[src/rtl/ddr3_init_seq.sv]
// DDR3 power-up / mode-register initialisation sequencer with periodic refresh scheduling.
// One shared down-counter times every wait; the refresh backlog saturates at 8 postponed refreshes.
module ddr3_init_seq #(
  parameter int unsigned DDR_ROW_BITS = 13,
  parameter int unsigned RESET_CYCLES = 20000,
  parameter int unsigned CKE_CYCLES   = 50000,
  parameter int unsigned TXPR_CYCLES  = 17,
  parameter int unsigned TMRD_CYCLES  = 4,
  parameter int unsigned TMOD_CYCLES  = 12,
  parameter int unsigned TZQ_CYCLES   = 512,
  parameter int unsigned TRP_CYCLES   = 2,
  parameter int unsigned TREFI_CYCLES = 780,
  parameter logic [DDR_ROW_BITS-1:0] MR0 = DDR_ROW_BITS'(13'h0520),
  parameter logic [DDR_ROW_BITS-1:0] MR1 = DDR_ROW_BITS'(13'h0004),
  parameter logic [DDR_ROW_BITS-1:0] MR2 = DDR_ROW_BITS'(13'h0000),
  parameter logic [DDR_ROW_BITS-1:0] MR3 = DDR_ROW_BITS'(13'h0000)
) (
  input  logic                    clock,
  input  logic                    reset,
  output logic                    dfi_rst_no,
  output logic                    dfi_cke_o,
  output logic                    cfg_run_o,
  output logic                    cfg_req_o,
  input  logic                    cfg_rdy_i,
  output logic [2:0]              cfg_cmd_o,
  output logic [2:0]              cfg_ba_o,
  output logic [DDR_ROW_BITS-1:0] cfg_adr_o,
  output logic                    ref_req_o,
  input  logic                    ref_ack_i,
  output logic                    ref_urgent_o
);

  localparam int unsigned CNT_W    = 16;
  localparam int unsigned PEND_W   = 4;
  localparam int unsigned PEND_MAX = 8;

  localparam logic [2:0] CMD_MRS  = 3'b000;
  localparam logic [2:0] CMD_PRE  = 3'b010;
  localparam logic [2:0] CMD_ZQCL = 3'b110;
  localparam logic [2:0] CMD_NOP  = 3'b111;

  localparam logic [DDR_ROW_BITS-1:0] ADR_A10 = DDR_ROW_BITS'(1024);

  typedef enum logic [3:0] {
    S_RST, S_CKELO, S_XPR, S_MR2, S_MR3, S_MR1, S_MR0, S_ZQCL, S_PREA, S_RUN
  } state_e;

  // Counter load value for a wait of n cycles
  function automatic logic [CNT_W-1:0] ld(input int unsigned n);
    return CNT_W'(n - 1);
  endfunction

  state_e                  state_q, state_d;
  logic [CNT_W-1:0]        cnt_q, cnt_d;
  logic                    rst_n_q, rst_n_d;
  logic                    cke_q, cke_d;
  logic                    run_q, run_d;
  logic                    req_q, req_d;
  logic [2:0]              cmd_q, cmd_d;
  logic [2:0]              ba_q, ba_d;
  logic [DDR_ROW_BITS-1:0] adr_q, adr_d;
  logic [PEND_W-1:0]       pend_q, pend_d;
  logic                    ref_req_q, ref_req_d;
  logic                    urgent_q, urgent_d;

  logic                    cnt_zero;
  logic [CNT_W-1:0]        cnt_dec;
  state_e                  cmd_next;
  logic [CNT_W-1:0]        wait_ld;

  // Successor and post-command wait for each command state
  always_comb begin
    cmd_next = S_RUN;
    wait_ld  = '0;
    case (state_q)
      S_MR2:   begin cmd_next = S_MR3;  wait_ld = ld(TMRD_CYCLES); end
      S_MR3:   begin cmd_next = S_MR1;  wait_ld = ld(TMRD_CYCLES); end
      S_MR1:   begin cmd_next = S_MR0;  wait_ld = ld(TMRD_CYCLES); end
      S_MR0:   begin cmd_next = S_ZQCL; wait_ld = ld(TMOD_CYCLES); end
      S_ZQCL:  begin cmd_next = S_PREA; wait_ld = ld(TZQ_CYCLES);  end
      S_PREA:  begin cmd_next = S_RUN;  wait_ld = ld(TRP_CYCLES);  end
      default: begin cmd_next = S_RUN;  wait_ld = '0;              end
    endcase
  end

  always_comb begin
    state_d  = state_q;
    cnt_d    = cnt_q;
    rst_n_d  = rst_n_q;
    cke_d    = cke_q;
    run_d    = run_q;
    req_d    = req_q;
    cmd_d    = cmd_q;
    ba_d     = ba_q;
    adr_d    = adr_q;
    pend_d   = pend_q;
    cnt_zero = (cnt_q == '0);
    cnt_dec  = cnt_q - CNT_W'(1);

    case (state_q)
      S_RST: begin
        if (cnt_zero) begin
          state_d = S_CKELO;
          rst_n_d = 1'b1;
          cnt_d   = ld(CKE_CYCLES);
        end else begin
          cnt_d = cnt_dec;
        end
      end
      S_CKELO: begin
        if (cnt_zero) begin
          state_d = S_XPR;
          cke_d   = 1'b1;
          cnt_d   = ld(TXPR_CYCLES);
        end else begin
          cnt_d = cnt_dec;
        end
      end
      S_XPR: begin
        if (cnt_zero) state_d = S_MR2;
        else          cnt_d   = cnt_dec;
      end
      // req_q high: issue phase; req_q low: post-command wait
      S_MR2, S_MR3, S_MR1, S_MR0, S_ZQCL, S_PREA: begin
        if (req_q) begin
          if (cfg_rdy_i) begin
            req_d = 1'b0;
            cmd_d = CMD_NOP;
            ba_d  = '0;
            adr_d = '0;
            cnt_d = wait_ld;
          end
        end else if (cnt_zero) begin
          state_d = cmd_next;
        end else begin
          cnt_d = cnt_dec;
        end
      end
      S_RUN: begin
        cnt_d = cnt_zero ? ld(TREFI_CYCLES) : cnt_dec;
        if (cnt_zero && !ref_ack_i) begin
          if (pend_q != PEND_W'(PEND_MAX)) pend_d = pend_q + PEND_W'(1);
        end else if (!cnt_zero && ref_ack_i && (pend_q != '0)) begin
          pend_d = pend_q - PEND_W'(1);
        end
      end
      default: state_d = S_RST;
    endcase

    // Entry actions: present the next command or start the refresh timer
    if (state_d != state_q) begin
      case (state_d)
        S_MR2:  begin req_d = 1'b1; cmd_d = CMD_MRS;  ba_d = 3'd2; adr_d = MR2;     end
        S_MR3:  begin req_d = 1'b1; cmd_d = CMD_MRS;  ba_d = 3'd3; adr_d = MR3;     end
        S_MR1:  begin req_d = 1'b1; cmd_d = CMD_MRS;  ba_d = 3'd1; adr_d = MR1;     end
        S_MR0:  begin req_d = 1'b1; cmd_d = CMD_MRS;  ba_d = 3'd0; adr_d = MR0;     end
        S_ZQCL: begin req_d = 1'b1; cmd_d = CMD_ZQCL; ba_d = 3'd0; adr_d = ADR_A10; end
        S_PREA: begin req_d = 1'b1; cmd_d = CMD_PRE;  ba_d = 3'd0; adr_d = ADR_A10; end
        S_RUN:  begin run_d = 1'b1; cnt_d = ld(TREFI_CYCLES);                        end
        default: ;
      endcase
    end

    ref_req_d = (pend_d != '0);
    urgent_d  = (pend_d == PEND_W'(PEND_MAX));
  end

  always_ff @(posedge clock) begin
    if (reset) begin
      state_q   <= S_RST;
      cnt_q     <= ld(RESET_CYCLES);
      rst_n_q   <= 1'b0;
      cke_q     <= 1'b0;
      run_q     <= 1'b0;
      req_q     <= 1'b0;
      cmd_q     <= CMD_NOP;
      ba_q      <= '0;
      adr_q     <= '0;
      pend_q    <= '0;
      ref_req_q <= 1'b0;
      urgent_q  <= 1'b0;
    end else begin
      state_q   <= state_d;
      cnt_q     <= cnt_d;
      rst_n_q   <= rst_n_d;
      cke_q     <= cke_d;
      run_q     <= run_d;
      req_q     <= req_d;
      cmd_q     <= cmd_d;
      ba_q      <= ba_d;
      adr_q     <= adr_d;
      pend_q    <= pend_d;
      ref_req_q <= ref_req_d;
      urgent_q  <= urgent_d;
    end
  end

  assign dfi_rst_no   = rst_n_q;
  assign dfi_cke_o    = cke_q;
  assign cfg_run_o    = run_q;
  assign cfg_req_o    = req_q;
  assign cfg_cmd_o    = cmd_q;
  assign cfg_ba_o     = ba_q;
  assign cfg_adr_o    = adr_q;
  assign ref_req_o    = ref_req_q;
  assign ref_urgent_o = urgent_q;

endmodule
[config.mk]
export PLATFORM = sky130hd
export DESIGN_NAME = ddr3_init_seq
export DESIGN_NICKNAME = d
export VERILOG_FILES = /design/src/rtl/ddr3_init_seq.sv
export SDC_FILE = /design/constraint.sdc
export NUM_CORES = 1
export LEC_CHECK = 0
export BUFFER_PORTS_ARGS = -buffer_cell sky130_fd_sc_hd__buf_2
export CORE_ASPECT_RATIO = 1.2
export CORE_UTILIZATION = 35
export CTS_BUF_LIST = sky130_fd_sc_hd__clkbuf_4 sky130_fd_sc_hd__clkbuf_8 sky130_fd_sc_hd__clkbuf_16
export DETAILED_ROUTE_END_ITERATION = 6
export PLACE_DENSITY = 0.51
export SYNTH_ARGS = -nofsm -noshare
export SYNTH_HDL_FRONTEND = slang
export SYNTH_SLANG_ARGS = --single-unit
[constraint.sdc]
create_clock -name clock -period 3.4 [get_ports clock]
set_input_delay 0.34 -clock clock [delete_from_list [all_inputs] [get_ports clock]]
set_output_delay 0.34 -clock clock [all_outputs]
set_load 0.01 [all_outputs]
==> impl_results.md, run 1 <==
* DRC violations left at 0
* Core Rows at 36
* Critical path startpoint: cnt_q[11]
* Mapped Nets at 369
* Initial Util at 36.0%
* Worst-Skew Late Latency at 0.31 ns
* Port bufs at 28
* Critical path's slowest cell: or4_4
* Post-CTS Resized at 0
* Rel. slew slack at 38.9%
* Mapped Avg Cell Area at 8.08 sq um
* Final Util at 39.6%
* Worst path top cell family by delay: simple AND/OR/NAND/NOR gates
* CTS Buffer Depth at 2
* Final WL at 7.78 mm
* R2R Path Start: cnt_q[11]
* Worst IR Drop VDD at 0.000216 V
* # diodes at 0
* Total number of vias at 2704
* Max frequency at 360 MHz
* Pin count of the biggest net entering global routing at 26
* Post-synth EDFFs at 0
* FFs w/ async S/R, synth at 0%
* HP Class: input port to flop
* Clock power share at 37.1%
* CP most frequent cell: o21ai_0
* Setup TNS at 0 ns
* Switching Share at 25.2%
* Worst-path cell chain: or4_4, nand4bb_4, nor2_8, inv_4, ha_1, nor3_1, o21ai_0, o311ai_0, a21oi_1, o21ai_0
* CTS Sinks at 49
* CP Max Fanout at 19
* Clock period minus worst slack at 2.78 ns
* Count of final setup violators at 0
* Post-synthesis sequential area ratio at 33.8%
* Clock transition at the registers of the reported paths at 0.10 ns
* CTS buffer count at 5
* Seq pwr share at 58.8%
* R2R Path End: cnt_q[0]
* Final net count at 386
* Buf+Inv Stages, Crit Path at 1
* Post-CTS Repair Setup Buffers at 0
* Crit path capture type: flop
* Wirelength per Cell at 16.5 um
* Gr usage total at 18.9%
* End point of the critical path: cnt_q[0]
* Number of global-route vias before repair at 2554
* Placed cell count at 464
* Switching pwr at 0.249 mW
* Synth-to-Final Area Change at 9.97%
* Post-DP HPWL at 5.51 mm
* Die width at 85.1 um
* Htree depth at 2
* Worst Clk Skew at 0.0114 ns
* CP Class: flop to flop
* Initial antenna violation count at 0
* CP Launch Type: flop
* Die area at 8660 sq um
* Synthesized area at 2900 sq um
* Hold_sp: cfg_rdy_i
* Post-Synthesis Cells at 359
* Fin crit share at 81.7%
* PwrDens at 310 nW/um^2
* Leakage dissipation at 1.24 nW
* Drt pass-1 iters at 6
* Worst R2R Path Depth at 10
* CTS hold repair buffers at 0
* Unrepaired setup endpoints after global routing: false
* Final hold vios at 0
* CTS tree: done
* Share of cells above drive strength 1 at 14.6%
* Top cell type's share of synthesized area at 33.8%
* Warnings from Yosys at 0
* Grt ovf at 0
* Vias per inst at 5.73
* Root Buffer: clkbuf_8
* Worst Tran Pin Value at 0.910 ns
* Starting DRT DRC Count at 147
* Die H at 102 um
* Synth cell types at 74
* First-pass GRT wire length at 12.9 mm
* I/O pins at 29
* Pint at 0.740 mW
* Gp weighted congestion at 0.806
* Final Non-Filler Cells at 472
* WP data arrival at 2.96 ns
* Post-synth top area cell: dfxtp_1
* CP max stage delay at 0.56 ns
* Seq cells post-synth at 49
* Routed Antenna Nets at 0
* Flop-to-flop setup slack at 0.62 ns
* Gate power share at 4.2%
* Max-cap violations at 0
* Commonest register cell after synthesis: dfxtp_1
* Core Box Area at 8060 sq um
* Outcome: finished clean
* Crit path depth at 10
* DP Area at 3100 sq um
* Fin area at 3190 sq um
* Synth top area cells: dfxtp_1 (34%), nor2_1 (5.7%), a21oi_1 (4.7%), o21ai_0 (4.5%), nand2_1 (3.1%)
* CP required at 3.58 ns
* Pins Over Slew Limit at 0
## power groups by stage
stage / sequential [mW] / clock, mW / combinational (mW)
after CTS: 0.582 / 0.383 / 0.0418
final: 0.582 / 0.367 / 0.0413
after detailed placement: 0.595 / 0 / 0.0414
after global routing: 0.583 / 0.405 / 0.0460
after floorplan: 0.594 / 0 / 0.0295
after global placement: 0.595 / 0 / 0.0416
## layout make-up
type | instances | area (sq um)
Sequential cell | 49 | 981
Fill cell | 850 | 4870
Clock buffer | 5 | 68.8
Tap cell | 95 | 119
Inverter | 12 | 47.5
Timing Repair Buffer | 32 | 170
Clock inverter | 3 | 25.0
Multi-Input combinational cell | 276 | 1780
## cells in the mapped netlist (3+ instances only)
master,number
nand3b_1,4
ha_1,6
xnor2_1,6
inv_1,11
xor2_1,5
nand4_1,4
o21ai_0,26
nor3_2,3
and2_1,12
and3_1,5
o41ai_1,3
nor2_1,44
dfxtp_1,49
clkbuf_1,18
a21oi_1,27
a211oi_1,3
nor3_1,11
o22ai_1,5
a31oi_1,7
nand3_1,10
a21o_1,5
nand2_1,24
nor4_1,3
## kinds of logic after synthesis
family          Yosys count  synth area share (%)
simple gates            144                  28.6
compound gates          112                  25.8
flops                    49                  33.8
buf+inv                  34                  4.88
xor+xnor                 11                  3.32
fa+ha+maj                 7                  2.93
mux                       2                 0.690
## worst reg2reg max path, stage by stage (launching register included)
cell and delay, ns:
dfxtp_1 0.36, or4_4 0.56, nand4bb_4 0.34, nor2_8 0.29, inv_4 0.17, ha_1 0.35, nor3_1 0.05, o21ai_0 0.16
o311ai_0 0.14, a21oi_1 0.15, o21ai_0 0.09
## worst min path at each step
| stage | end | slack (ns) | cells past startpoint |
|---|---|---|---|
| after global placement | cfg_ba_o[2] | 0.44 | 1 |
| final | cfg_req_o | 0.46 | 4 |
| after detailed placement | cfg_adr_o[12] | 0.44 | 1 |
| after global routing | cfg_adr_o[2] | 0.48 | 2 |
| after CTS | cfg_req_o | 0.46 | 4 |
| after floorplan | cfg_adr_o[5] | 0.48 | 2 |
## metrics by stage
stage	power, mW	hold slack, ns	worst slack, ns
after floorplan	0.623	0.481	0.934
after global placement	0.637	0.437	0.693
after detailed placement	0.636	0.439	0.633
after CTS	1.01	0.459	0.613
after global routing	1.03	0.479	0.341
final	0.990	0.460	0.623
## registers in the layout, summed over array words and instances, names as in the netlist
register and count:
cfg_cmd_o 3, state_q 4, pend_q 4, cfg_ba_o 3, ref_req_o 1, ref_urgent_o 1
dfi_rst_no 1, cnt_q 16, cfg_adr_o 13, cfg_run_o 1, dfi_cke_o 1, cfg_req_o 1
## routing by layer
layer | vias up | part of all wire, % | GRT usage, % | wire length [um]
li1 | 1361 | - | - | -
met1 | 1265 | 46 | 24.8 | 3580
met2 | 64 | 47 | 31.2 | 3680
met3 | 14 | 4.7 | 3.42 | 367
met4 | 0 | 2.0 | 6.91 | 158
met5 | - | 0 | 0 | 0
## cell usage in the layout (no fill, tap or decap), drive strengths merged, types with 3 or more instances in the layout
master	count
dfxtp	49
nand3b	4
a21o	5
nand4	4
nor4	4
a2111oi	3
nor3	14
a31oi	7
ha	6
o21ai	29
a21oi	27
and3	5
o22ai	5
buf	32
nand3	10
and2	12
clkbuf	5
xor2	5
nor4b	3
a211oi	3
nor2	46
nand2	24
xnor2	6
inv	14
o41ai	3
Power figures use the tool's default switching activity.
==> inputs of run 2 (changes only) <==
==> constraint.sdc (replaced) <==
create_clock -name clock -period 2.6 [get_ports clock]
set_input_delay 0.26 -clock clock [delete_from_list [all_inputs] [get_ports clock]]
set_output_delay 0.26 -clock clock [all_outputs]
set_load 0.01 [all_outputs]
==> run 2 against run 1 <==
- maximum frequency is 17% higher
- critical path depth is 3 lower
- combinational power is 43% higher
- cell count is 4.4% higher
- hold slack worse by 0.18 ns
- highest routed layer unchanged
- via count is 1.4% higher
- setup slack worse by 0.39 ns
- count of clock-buffer cells in the layout is 1 higher
- sequential share of layout area is 1.6 points lower
- register-to-register slack worse by 0.39 ns
- final area is 5.6% higher
- first-iteration DRC count is 7.5% lower
==> impl_results.md, run 2 (synthesized netlist as in run 1, its figures left out) <==
* Outcome: finished clean
* Core Rows at 36 (unchanged)
* Fillers at 834 (-1.9%)
* Post-DP HPWL at 6.04 mm (+9.6%)
* I/O pins at 29 (unchanged)
* CP Class: flop to flop
* CTS hold repair buffers at 0 (unchanged)
* Port bufs at 28 (unchanged)
* CTS buffer count at 5 (unchanged)
* Commonest non-fill, non-tap cells in the layout: dfxtp_1 (49), nor2_1 (44), buf_2 (28)
* CP Max Fanout at 15 (-4)
* Post-CTS Resized at 0 (unchanged)
* Pins Over Slew Limit at 0 (unchanged)
* # diodes at 0 (unchanged)
* Core Box Area at 8060 sq um (unchanged)
* Unrepaired setup endpoints after global routing: false
* Worst IR Drop VDD at 0.000234 V (+8.2%)
* Worst-Skew Late Latency at 0.31 ns (about the same)
* DRC violations left at 0 (unchanged)
* Clock period minus worst slack at 2.37 ns (-0.410 ns)
* Setup TNS at 0 ns (unchanged)
* Total number of vias at 2741 (+1.4%)
* Worst Clk Skew at 0.00716 ns (-0.00429 ns)
* Grt ovf at 0 (unchanged)
* Fin crit share at 91.0% (+9.3 points)
* Routed Antenna Nets at 0 (unchanged)
* Rel. slew slack at 42.8% (+3.9 points)
* CP Launch Type: flop
* Final hold vios at 0 (unchanged)
* Clock transition at the registers of the reported paths at 0.10 ns (about the same)
* Critical path startpoint: cnt_q[11]
* Count of final setup violators at 0 (unchanged)
* Share of cells above drive strength 1 at 19.1% (+4.5 points)
* CTS Sinks at 49 (unchanged)
* Worst Tran Pin Value at 0.852 ns (-0.0577 ns)
* R2R Path End: cnt_q[14]
* Wirelength per Cell at 16.8 um (+1.6%)
* Htree depth at 2 (unchanged)
* Initial Util at 36.0% (unchanged)
* Root Buffer: clkbuf_8
* Number of global-route vias before repair at 2588 (+1.3%)
* Flop-to-flop setup slack at 0.23 ns (-0.39 ns)
* End point of the critical path: cnt_q[14]
* Leading cell type in the layout, fill and taps excluded: dfxtp_1
* Gp weighted congestion at 0.848 (+5.1%)
* Die width at 85.1 um (unchanged)
* CTS tree: done
* PwrDens at 415 nW/um^2 (+34%)
* Max reg flops at 16 (unchanged)
* HP Class: input port to flop
* Max frequency at 423 MHz (+17%)
* Synth-to-Final Area Change at 16.1%
* Crit path capture type: flop
* Initial antenna violation count at 0 (unchanged)
* Die area at 8660 sq um (unchanged)
* Starting DRT DRC Count at 136 (-7.5%)
* Post-CTS Repair Setup Buffers at 0 (unchanged)
* First-pass GRT wire length at 13.7 mm (+5.7%)
* CP required at 2.81 ns (-0.77 ns)
* Max-cap violations at 0 (unchanged)
* R2R Path Start: cnt_q[11]
* Vias per inst at 5.56 (-2.9%)
* WP data arrival at 2.57 ns (-0.39 ns)
* Leakage dissipation at 1.35 nW (+9.3%)
* Pin count of the biggest net entering global routing at 18 (-31%)
* Gr usage total at 20.2% (+1.3 points)
* Worst R2R Path Depth at 7 (-3)
* CTS Buffer Depth at 2 (unchanged)
* Drt pass-1 iters at 4 (-2)
* Final WL at 8.26 mm (+6.2%)
* Final net count at 407 (+5.4%)
* Die H at 102 um (unchanged)
* Largest Register: cnt_q
* Pwr Total at 1.40 mW (+41%)
[run 2: changes by cell type in the layout (fill, tap and decap cells not counted), sizes merged]
| cell | previous run | this run |
|---|---|---|
| buf | 32 | 53 |
| bufinv | 0 | 1 |
| clkinv | 0 | 1 |
| clkbuf | 5 | 6 |
| inv | 14 | 12 |
| clkinvlp | 1 | 0 |
[run 2: metal layers]
layer / wire [um] / part of all wire [%] / up-vias / global-route usage, %
met1: 3830 / 46 / 1261 / 26.9
met3: 348 / 4.2 / 11 / 3.18
met2: 3940 / 48 / 74 / 33.7
li1: - / - / 1395 / -
met5: 0 / 0 / - / 0
met4: 139 / 1.7 / 0 / 6.39
[run 2: cell type report]
cell class                 count  area, sq um  share of cell area, %
timing repair buffer          53          328                   9.73
inverter                      12         47.5                   1.41
multi-input combinational    276         1780                   52.8
tap                           95          119                   3.53
clock inverter                 2         38.8                   1.15
sequential                    49          981                   29.1
clock buffer                   6         76.3                   2.27
[run 2: metrics by stage]
stage	instance area, sq um	setup slack, ns	utilization [%]	hold slack (ns)	instances
2_1_floorplan	2900	0.134	-	0.448	359
3_3_place_gp	3250	0.309	40.3	0.437	485
3_5_place_dp	3250	0.286	40.3	0.438	485
4_1_cts	3370	0.257	41.8	0.276	493
5_1_grt	3370	0.115	41.8	0.285	493
6_report	3370	0.234	41.8	0.279	493
[run 2: how the worst min path moves through the flow]
stage / to / startpoint / depth (start not counted) / slack, ns
3_3_place_gp: cfg_adr_o[11] / cfg_adr_o[11] / 1 / 0.44
4_1_cts: dfi_cke_o / reset / 2 / 0.28
2_1_floorplan: cfg_cmd_o[0] / reset / 2 / 0.45
6_report: dfi_cke_o / reset / 2 / 0.28
3_5_place_dp: cfg_ba_o[2] / cfg_ba_o[2] / 1 / 0.44
5_1_grt: dfi_cke_o / reset / 2 / 0.28
[run 2: report_power, final]
| part | switching (mW) | leakage, nW | internal (mW) |
|---|---|---|---|
| Clock | 0.280 | 0.0588 | 0.300 |
| Sequential | 0.00633 | 0.396 | 0.754 |
| Combinational | 0.0384 | 0.900 | 0.0205 |
[run 2: critical path, stage by stage, from the launching register on]
cell and delay, ns:
dfxtp_1 0.36, or4_4 0.57, nand4bb_4 0.29, nor2_8 0.13
buf_4 0.23, a21oi_1 0.21, a21o_1 0.20, a221o_1 0.27
==> inputs of run 3 (changes only) <==
==> constraint.sdc (replaced) <==
create_clock -name clock -period 2.2 [get_ports clock]
set_input_delay 0.22 -clock clock [delete_from_list [all_inputs] [get_ports clock]]
set_output_delay 0.22 -clock clock [all_outputs]
set_load 0.01 [all_outputs]
==> run 3 against run 2 <==
- the run now ends with negative setup slack left
- setup slack worse by 0.27 ns
- clock skew up 0.0069 ns
- final area grew 7.4%
- power is 10% higher
- first-iteration DRC count rose by 33%
- sequential share of layout area is 1.9 points lower
==> impl_results.md, run 3 (synthesized netlist as in run 1, its figures left out) <==
* CTS hold repair buffers at 0 (unchanged)
* Fillers at 809 (-3.0%)
* Core Box Area at 8060 sq um (unchanged)
* Die area at 8660 sq um (unchanged)
* Outcome: finished with violations
* CTS tree: done
* Count of final setup violators at 1 (+1)
* Starting DRT DRC Count at 181 (+33%)
* Final WL at 8.42 mm (+1.9%)
* PwrDens at 427 nW/um^2 (+2.8%)
* Drt pass-1 iters at 4 (unchanged)
* Final Util at 44.9% (+3.1 points)
* CTS buffer count at 5 (unchanged)
* CTS Sinks at 49 (unchanged)
* Die H at 102 um (unchanged)
* # diodes at 0 (unchanged)
* Final Non-Filler Cells at 519 (+5.3%)
* Grt ovf at 0 (unchanged)
* Port bufs at 28 (unchanged)
* Number of global-route vias before repair at 2823 (+9.1%)
* Total number of vias at 2875 (+4.9%)
* Routed Antenna Nets at 0 (unchanged)
* CTS Buffer Depth at 2 (unchanged)
* Initial Util at 36.0% (unchanged)
* Hold WS at 0.344 ns (+0.0652 ns)
* Vias per inst at 5.54 (-0.37%)
* CP Class: flop to flop
* HP Class: input port to flop
* Post-DP HPWL at 6.26 mm (+3.6%)
* Clock transition at the registers of the reported paths at 0.10 ns (about the same)
* CP Max Fanout at 11 (-4)
* Core Rows at 36 (unchanged)
* Worst IR Drop VDD at 0.000258 V (+9.9%)
* I/O pins at 29 (unchanged)
* Failing checks: negative setup slack
* Share of cells above drive strength 1 at 26.4% (+7.3 points)
* Register area at 985 sq um (+0.38%)
* WP data arrival at 2.42 ns (-0.15 ns)
* Final worst slack at -0.0316 ns (-0.265 ns)
* Pwr Total at 1.54 mW (+10%)
* First-pass GRT wire length at 14.2 mm (+3.4%)
* Commonest non-fill, non-tap cells in the layout: buf_4 (50), dfxtp_1 (46), nor2_1 (44)
* Leakage dissipation at 1.50 nW (+11%)
* Crit path capture type: flop
* Rel. slew slack at 61.3% (+18 points)
* Max-cap violations at 0 (unchanged)
* Post-CTS Repair Setup Buffers at 0 (unchanged)
* Final net count at 433 (+6.4%)
* Leading cell type in the layout, fill and taps excluded: buf_4
* Final hold vios at 0 (unchanged)
* Clock period minus worst slack at 2.23 ns (-0.135 ns)
* Root Buffer: clkbuf_8
* CP Launch Type: flop
* Max reg flops at 16 (unchanged)
* DRC violations left at 0 (unchanged)
* Max frequency at 448 MHz (+6.0%)
* Multi-input logic area at 1830 sq um (+3.0%)
* Die width at 85.1 um (unchanged)
* Gr usage total at 20.7% (+0.47 points)
* Htree depth at 2 (unchanged)
* Pin count of the biggest net entering global routing at 23 (+5)
* Worst Tran Pin Value at 0.581 ns (-0.271 ns)
* Largest Register: cnt_q
* CP required at 2.39 ns (-0.42 ns)
* Fin crit share at 101% (+10 points)
* Gp weighted congestion at 0.841 (-0.77%)
* Wirelength per Cell at 16.2 um (-3.2%)
* Worst-Skew Late Latency at 0.31 ns (about the same)
* Placed cell count at 511 (+5.4%)
* Unrepaired setup endpoints after global routing: true
* Pins Over Slew Limit at 0 (unchanged)
* Synth-to-Final Area Change at 24.8%
* Worst Clk Skew at 0.0141 ns (+0.00690 ns)
* Initial antenna violation count at 0 (unchanged)
[run 3: final timing paths]
path | startpoint | end | depth (start not counted) | slack [ns]
max | cnt_q[13] | cnt_q[0] | 10 | -0.03
min | reset | cfg_req_o | 2 | 0.34
max reg2reg | cnt_q[13] | cnt_q[0] | 10 | -0.03
min reg2reg | cfg_adr_o[5] | cfg_adr_o[5] | 2 | 0.46
[run 3: per-layer routing]
layer,vias to the layer above,global-route usage [%],wire (um)
li1,1455,-,-
met3,14,3.10,354
met4,0,7.43,177
met2,67,35.8,4050
met1,1339,26.3,3840
met5,-,0,0
[run 3: report_power, final]
| group | internal, mW | switching (mW) |
|---|---|---|
| Sequential | 0.891 | 0.00309 |
| Clock | 0.232 | 0.335 |
| Combinational | 0.0319 | 0.0513 |
| Total | 1.16 | 0.389 |
[run 3: final cells by class]
cell class,count,area share [%]
multi-input combinational,276,50.6
sequential,49,27.2
timing repair buffer,79,14.8
tap,95,3.28
clock buffer,5,1.90
inverter,12,1.45
clock inverter,3,0.726
[run 3: critical path, cell delays in order, from the launching register on]
cell and delay, ns:
dfxtp_2 0.33, or4_4 0.55, nand4bb_4 0.26, nor2_8 0.17
inv_8 0.07, ha_4 0.26, nor3_1 0.04, o21ai_1 0.12
o311ai_1 0.11, a21oi_1 0.13, o21ai_1 0.06
[run 3: metrics by stage]
step	setup WS (ns)	setup TNS [ns]	instance area (sq um)
2_1_floorplan	-0.152	-0.152	2920
5_1_grt	-0.163	-0.239	3620
4_1_cts	-0.0379	-0.0379	3580
3_3_place_gp	-0.0315	-0.0598	3480
6_report	-0.0316	-0.0316	3620
3_5_place_dp	-0.0445	-0.0787	3480
[run 3: what timing repair did]
action | 4_1_cts | 5_1_grt
pin swaps | 1 | 2
endpoints found under the setup margin | 4 | 24
gates cloned | 0 | 0
endpoints found under the hold margin | 0 | 0
gates resized for setup | 1 | 11
